$ cat src/rtl/contador_ctrl.sv
`default_nettype none
// ============================================================================
// contador_ctrl : up/down button controller for an 8-bit saturating counter,
//                 with press-and-hold auto-repeat, lockout and clear.
// Revision      : 1.0
// ============================================================================
module contador_ctrl #(
  parameter int HOLD_TICKS   = 500,
  parameter int REPEAT_TICKS = 100,
  parameter int MAX_COUNT    = 255
) (
  input  logic       clk,
  input  logic       reset_i,
  input  logic       tick_i,
  input  logic       boton_up_i,
  input  logic       boton_down_i,
  input  logic       clear_i,
  input  logic [7:0] conta_i,
  output logic       inc_o,
  output logic       dec_o,
  output logic       clr_o,
  output logic [2:0] state_o
);

  typedef enum logic [2:0] {
    IDLE   = 3'd0,
    HOLD   = 3'd1,
    REPEAT = 3'd2,
    LOCK   = 3'd3
  } state_t;

  localparam logic [15:0] c_HOLD_LAST = 16'(HOLD_TICKS - 1);
  localparam logic [15:0] c_REP_LAST  = 16'(REPEAT_TICKS - 1);
  localparam logic [7:0]  c_MAX       = 8'(MAX_COUNT);

  state_t      r_state, w_state_nxt;
  logic        r_dir, w_dir_nxt;
  logic [15:0] r_timer, w_timer_nxt;
  logic        r_up_prev, r_dn_prev, r_clr_prev;
  logic        r_inc, r_dec, r_clr;
  logic        w_inc_nxt, w_dec_nxt, w_clr_nxt, w_fire;
  logic        w_up_press, w_dn_press, w_active, w_opposite;

  assign w_up_press = boton_up_i & ~r_up_prev;
  assign w_dn_press = boton_down_i & ~r_dn_prev;
  assign w_active   = r_dir ? boton_up_i : boton_down_i;
  assign w_opposite = r_dir ? boton_down_i : boton_up_i;

  always_comb begin
    w_state_nxt = r_state;
    w_dir_nxt   = r_dir;
    w_timer_nxt = r_timer;
    w_fire      = 1'b0;
    w_clr_nxt   = 1'b0;
    // A held clear freezes everything after its first edge.
    if (clear_i) begin
      if (!r_clr_prev) begin
        w_clr_nxt   = 1'b1;
        w_timer_nxt = 16'd0;
        w_state_nxt = (boton_up_i | boton_down_i) ? LOCK : IDLE;
      end
    end else begin
      case (r_state)
        IDLE: begin
          if (w_up_press && w_dn_press) begin
            w_state_nxt = LOCK;
          end else if (w_up_press || w_dn_press) begin
            w_fire      = 1'b1;
            w_dir_nxt   = w_up_press;
            w_timer_nxt = 16'd0;
            w_state_nxt = HOLD;
          end
        end
        HOLD, REPEAT: begin
          if (!w_active) begin
            w_state_nxt = IDLE;
            w_timer_nxt = 16'd0;
          end else if (w_opposite) begin
            w_state_nxt = LOCK;
            w_timer_nxt = 16'd0;
          end else if (tick_i) begin
            if (r_timer == ((r_state == HOLD) ? c_HOLD_LAST : c_REP_LAST)) begin
              w_fire      = 1'b1;
              w_timer_nxt = 16'd0;
              w_state_nxt = REPEAT;
            end else begin
              w_timer_nxt = r_timer + 16'd1;
            end
          end
        end
        LOCK: begin
          if (!boton_up_i && !boton_down_i) w_state_nxt = IDLE;
        end
        default: w_state_nxt = IDLE;
      endcase
    end
  end

  // Commands at the counter bounds are dropped; the FSM still moves on.
  assign w_inc_nxt = w_fire & w_dir_nxt & (conta_i != c_MAX);
  assign w_dec_nxt = w_fire & ~w_dir_nxt & (conta_i != 8'd0);

  always_ff @(posedge clk or posedge reset_i) begin
    if (reset_i) begin
      r_state    <= IDLE;
      r_dir      <= 1'b1;
      r_timer    <= 16'd0;
      r_up_prev  <= 1'b0;
      r_dn_prev  <= 1'b0;
      r_clr_prev <= 1'b0;
      r_inc      <= 1'b0;
      r_dec      <= 1'b0;
      r_clr      <= 1'b0;
    end else begin
      r_state    <= w_state_nxt;
      r_dir      <= w_dir_nxt;
      r_timer    <= w_timer_nxt;
      r_up_prev  <= boton_up_i;
      r_dn_prev  <= boton_down_i;
      r_clr_prev <= clear_i;
      r_inc      <= w_inc_nxt;
      r_dec      <= w_dec_nxt;
      r_clr      <= w_clr_nxt;
    end
  end

  assign inc_o   = r_inc;
  assign dec_o   = r_dec;
  assign clr_o   = r_clr;
  assign state_o = r_state;

endmodule
`default_nettype wire
$ cat config.mk
export PLATFORM = sky130hd
export DESIGN_NAME = contador_ctrl
export DESIGN_NICKNAME = d
export VERILOG_FILES = /design/src/rtl/contador_ctrl.sv
export SDC_FILE = /design/constraint.sdc
export NUM_CORES = 1
export LEC_CHECK = 0
export ABC_CLOCK_PERIOD_IN_PS = 4500
export CAP_MARGIN = 30
export CORE_ASPECT_RATIO = 0.75
export CORE_MARGIN = 2
export CORE_UTILIZATION = 45
export DETAILED_ROUTE_END_ITERATION = 8
export PLACE_DENSITY = 0.67
export SYNTH_ARGS = -nofsm -noshare
export SYNTH_HDL_FRONTEND = slang
export SYNTH_SLANG_ARGS = --single-unit
export TNS_END_PERCENT = 20
$ cat constraint.sdc
create_clock -name clk -period 4.5 [get_ports clk]
set_input_delay 1.125 -clock clk [delete_from_list [all_inputs] [get_ports clk]]
set_output_delay 1.125 -clock clk [all_outputs]
set_load 0.005 [all_outputs]
Word-level counts from Yosys, hierarchy flattened
Index checks and enable logic that the tools add are counted.
{ "classes": {"n_addsub": 1, "eq_ne": 12, "mux": 37, "bitwise": 10, "reduce_logical": 11} }
{ "ops": {"columns": ["cell", "n"], "rows": [
  ["two-way mux 16 bit", 8],
  ["one-hot mux 16 bit (2 select lines)", 1],
  ["two-way mux 3 bit", 9],
  ["adder 16 x 1 -> 16 bit (second input constant)", 1],
  ["equality test 16 x 9 -> 1 bit", 1],
  ["two-way mux 1 bit", 15],
  ["inequality test 5 bit (second input constant)", 2],
  ["AND reduction 5 bit", 2],
  ["two-way mux 9 bit", 1],
  ["inequality test 3 bit (second input constant)", 3],
  ["one-hot mux 3 bit (3 select lines)", 1],
  ["inequality test 8 bit (second input constant)", 1],
  ["nonzero test 8 bit", 1],
  ["AND 1 bit", 6],
  ["equality test 3 x 2 -> 1 bit (second input constant)", 2],
  ["inequality test 4 bit (second input constant)", 1],
  ["equality test 3 x 1 -> 1 bit (second input constant)", 1],
  ["zero test 3 bit", 1],
  ["inverter 1 bit", 3],
  ["nonzero test 3 bit", 1],
  ["logical AND 1 bit", 2],
  ["zero test 1 bit", 2],
  ["two-way mux 2 bit", 1],
  ["inequality test 2 bit (second input constant)", 1],
  ["other kinds (4)", 4]
]} }
{ "totals": {"regBits": 26, "input_bits": 14, "out_inout_bits": 6} }

Longest topological paths before layout
{ "depth": {"word_depth": 11, "ltp_mapped": 9} }

Worst setup path after synthesis
Ideal clock, no wire load.
{ "synth_timing": {"path_kind": "input -> register", "startpoint": "input boton_up_i", "endpoint": "register r_timer[4]", "setup_time_ps": 129, "t_arrival_ps": 2498, "t_required_ps": 4371, "path_slack_ps": 1873, "path_stages": 9, "n_path_buf": 1, "path_cell_list": "nand2b_1 -> inv_1 -> ha_1 -> nor2_1 -> a211o_1 -> o211ai_1 -> nand2b_1 -> buf_2 -> o31ai_1"} }
{ "synth_via": {"elab_chain_cells": 5, "elab_cells_between_ends": 13, "classes_between": "eq/ne (3); mux (6); bitwise (1); reduce/logical (3)"} }
{ "synth_lines": {"columns": ["item", "line", "rtl"], "rows": [
  ["from (decl)", "15", "input logic boton_up_i,"],
  ["two-way mux 1 bit", "47", "assign w_opposite = r_dir ? boton_down_i : boton_up_i;"],
  ["two-way mux 16 bit", "78", "end else if (w_opposite) begin"],
  ["two-way mux 16 bit", "75", "if (!w_active) begin"],
  ["one-hot mux 16 bit (2 select lines)", "63", "case (r_state)"],
  ["two-way mux 16 bit", "56", "if (clear_i) begin"],
  ["to (signal assigned)", "117", "r_timer <= w_timer_nxt;"],
  ["to (decl)", "38", "logic [15:0] r_timer, w_timer_nxt;"]
]} }
Several ways; a longest one is shown, not always the timed one.
A chain may end at the register's enable or synchronous reset.

Worst setup path after layout
{ "layout_timing": {"startpoint": "input boton_up_i", "endpoint": "register r_timer[8]"} }
Same word-level chain as after synthesis.

==> impl_metrics.json <==
{
  "cts_resized": 0,
  "rows": 18,
  "clk_latency_ps": 270,
  "outcome": "finished clean",
  "die_area_sq_um": 3930,
  "ys.flop_type": "dfrtp_1",
  "postCtsHoldBufs": 0,
  "p_leak_nw": 0.719,
  "holdPathStages": 1,
  "syn_area_sq_um": 1550,
  "ir_drop_uv": 270,
  "fin_ws_ps": 1110,
  "finalSetupViolCount": 0,
  "cts.clk_slew.worst_paths_ps": 90,
  "fmax_mhz": 295,
  "grt_max_degree": 19,
  "crit_type": "in -> reg",
  "post-place-ws_ps": 787,
  "numCtsBuffers": 3,
  "stdcell_area_sq_um": 1830,
  "relSlewSlack_pct": 59.0,
  "post-cts-setup-buffers": 0,
  "synth_edf_count": 0,
  "synthToLayoutAreaGrowth_pct": 18.0,
  "hp-start": "r_clr_prev",
  "gp_congestion": 0.881,
  "synth_fp_nets": 184,
  "yosysSeqAreaShare_pct": 40.5,
  "post_dp_cell_area_sq_um": 1780,
  "final_hold_viol_count": 0,
  "critPathArrivalTime_ps": 3540,
  "end_kind": "flop",
  "setup_tns_ps": 0,
  "timing.hold.ws_ps": 445,
  "period_needed_ps": 3390,
  "grt_pass1_wl_microns": 5870,
  "final_cells": 221,
  "rsz0062_at_grt": "no",
  "crit_path_start_kind": "primary input",
  "async_reset_ff_share_pct": 100,
  "path_max_fanout": 18,
  "powerDensity_nw_per_um2": 355,
  "wl_microns": 3390,
  "first_global_vias": 1201,
  "vias": 1295,
  "fp.coreArea_sq_um": 3290,
  "diodes": 0,
  "synth_cells": 163,
  "syn_area_per_cell_sq_um": 9.50,
  "skew_ps": 6.91,
  "cts_max_level": 1,
  "post-route-period-util_pct": 75.3,
  "drc": 0,
  "cts-root-buf": "clkbuf_8",
  "r2r_slack_ps": 1810,
  "cts_tree": "yes",
  "total_power_uw": 649,
  "reg2reg_depth": 6,
  "groute.usage.overall_pct": 19.5,
  "die_y_microns": 54.8,
  "cts_buffer_depth": 2,
  "drt_pass1_iterations": 4,
  "die_w_microns": 71.7,
  "synth.distinct_cells": 50,
  "r2r_end": "state_o[0]",
  "start_util_pct": 47.1,
  "slew_violations": 0,
  "cap_violations": 0,
  "min_to": "clr_o",
  "drive_gt1_share_pct": 7.18,
  "synth_warnings": 0,
  "drt.antenna.violating_nets": 0,
  "clkSinkCount": 25,
  "via_per_inst": 5.86,
  "cp.required_ps": 4660,
  "ios": 20,
  "antenna_found_initial": 0,
  "wl_per_cell_microns": 15.3,
  "critPathLaunch": "boton_up_i",
  "layout.nets": 203,
  "grt_overflow": 0,
  "drt_iter0_drc": 94,
  "final_util_pct": 55.6,
  "reg2reg_from": "state_o[0]",
  "dpl.hpwl_microns": 2550,
  "place_inst": 217,
  "hp-class": "reg -> reg",
  "port_buffers": 18,
  "worstMarginPinSlew_ps": 615,
  "synth-seq-cells": 25
}
-- worst max path at each step --
stage,endpoint,slack (ps)
floorplan,r_timer[4],1870
global placement,r_timer[15],870
detailed placement,r_timer[8],790
CTS,r_timer[8],1100
global route,r_timer[3],900
finish,r_timer[8],1110
-- area by class of cell --
type                    count  area (sq um)
well taps                  40          50.0
clock inverters             1          7.51
multi-input cells         124           857
inverters                   8          30.0
fillers                   289          1460
flip-flops and latches     25           627
clock buffers               3          41.3
repair buffers             20           215
-- sequential cells by signal (all words and copies together), names as in the netlist --
signal      cells
clr_o           1
inc_o           1
r_dn_prev       1
dec_o           1
r_dir           1
r_clr_prev      1
r_up_prev       1
state_o         2
r_timer        16
-- power by group --
part | total, mW | switching, mW | internal (mW) | leakage (nW)
clock | 0.135 | 0.0727 | 0.0627 | 0.0217
sequential | 0.270 | 0.0223 | 0.248 | 0.333
combinational | 0.244 | 0.125 | 0.118 | 0.364
-- per-layer routing --
metal / share of wire [%] / GRT usage, % / wire (microns)
met5: 0 / 0 / 0
met4: 0 / 4.40 / 0
met3: 3.9 / 5.52 / 132
met2: 45 / 29.8 / 1520
met1: 51 / 27.5 / 1730
-- worst max-delay path, cell delays in order --
cell and delay [ps]:
clkdlybuf4s50_1 520, nand2b_1 170, inv_1 60, ha_1 230
nor2_1 100, a211o_1 130, o211ai_1 70, buf_4 210
nand2b_1 430, o41ai_1 490
-- cell usage in the layout (no fill, tap or decap), types with 7 or more instances in the layout --
cell type and instances:
a2bb2oi_1 9, inv_1 8, clkdlybuf4s50_1 18, dfrtp_1 24
o31ai_1 8, ha_1 7, nand2_1 17, nand3_1 9
o21ai_0 10
-- Yosys cell counts (2+ instances only) --
cell	instances	area [sq um]
a22oi_1	2	15.0
a2bb2oi_1	9	78.8
a31oi_1	3	18.8
and2_1	2	12.5
and3_1	2	12.5
and4_1	2	17.5
clkbuf_1	3	11.3
dfrtp_1	24	601
ha_1	7	87.6
inv_1	8	30.0
nand2_1	17	63.8
nand2b_1	4	25.0
nand3_1	9	45.0
nand4_1	5	31.3
nor2_1	5	18.8
nor2b_1	4	25.0
nor3b_1	2	15.0
nor4_1	2	12.5
o21ai_0	10	50.1
o21ai_1	4	20.0
o31a_1	2	17.5
o31ai_1	8	60.1
o41ai_1	2	17.5
-- cell families after synthesis --
| kind of cell | synth area share, % |
|---|---|
| mux | 2.10 |
| other cells | 0.242 |
| buf+inv | 4.20 |
| fa+ha+maj | 5.65 |
| compound gates | 23.3 |
| simple gates | 24.0 |
| flops | 40.5 |
(Power assumes the default switching activity.)
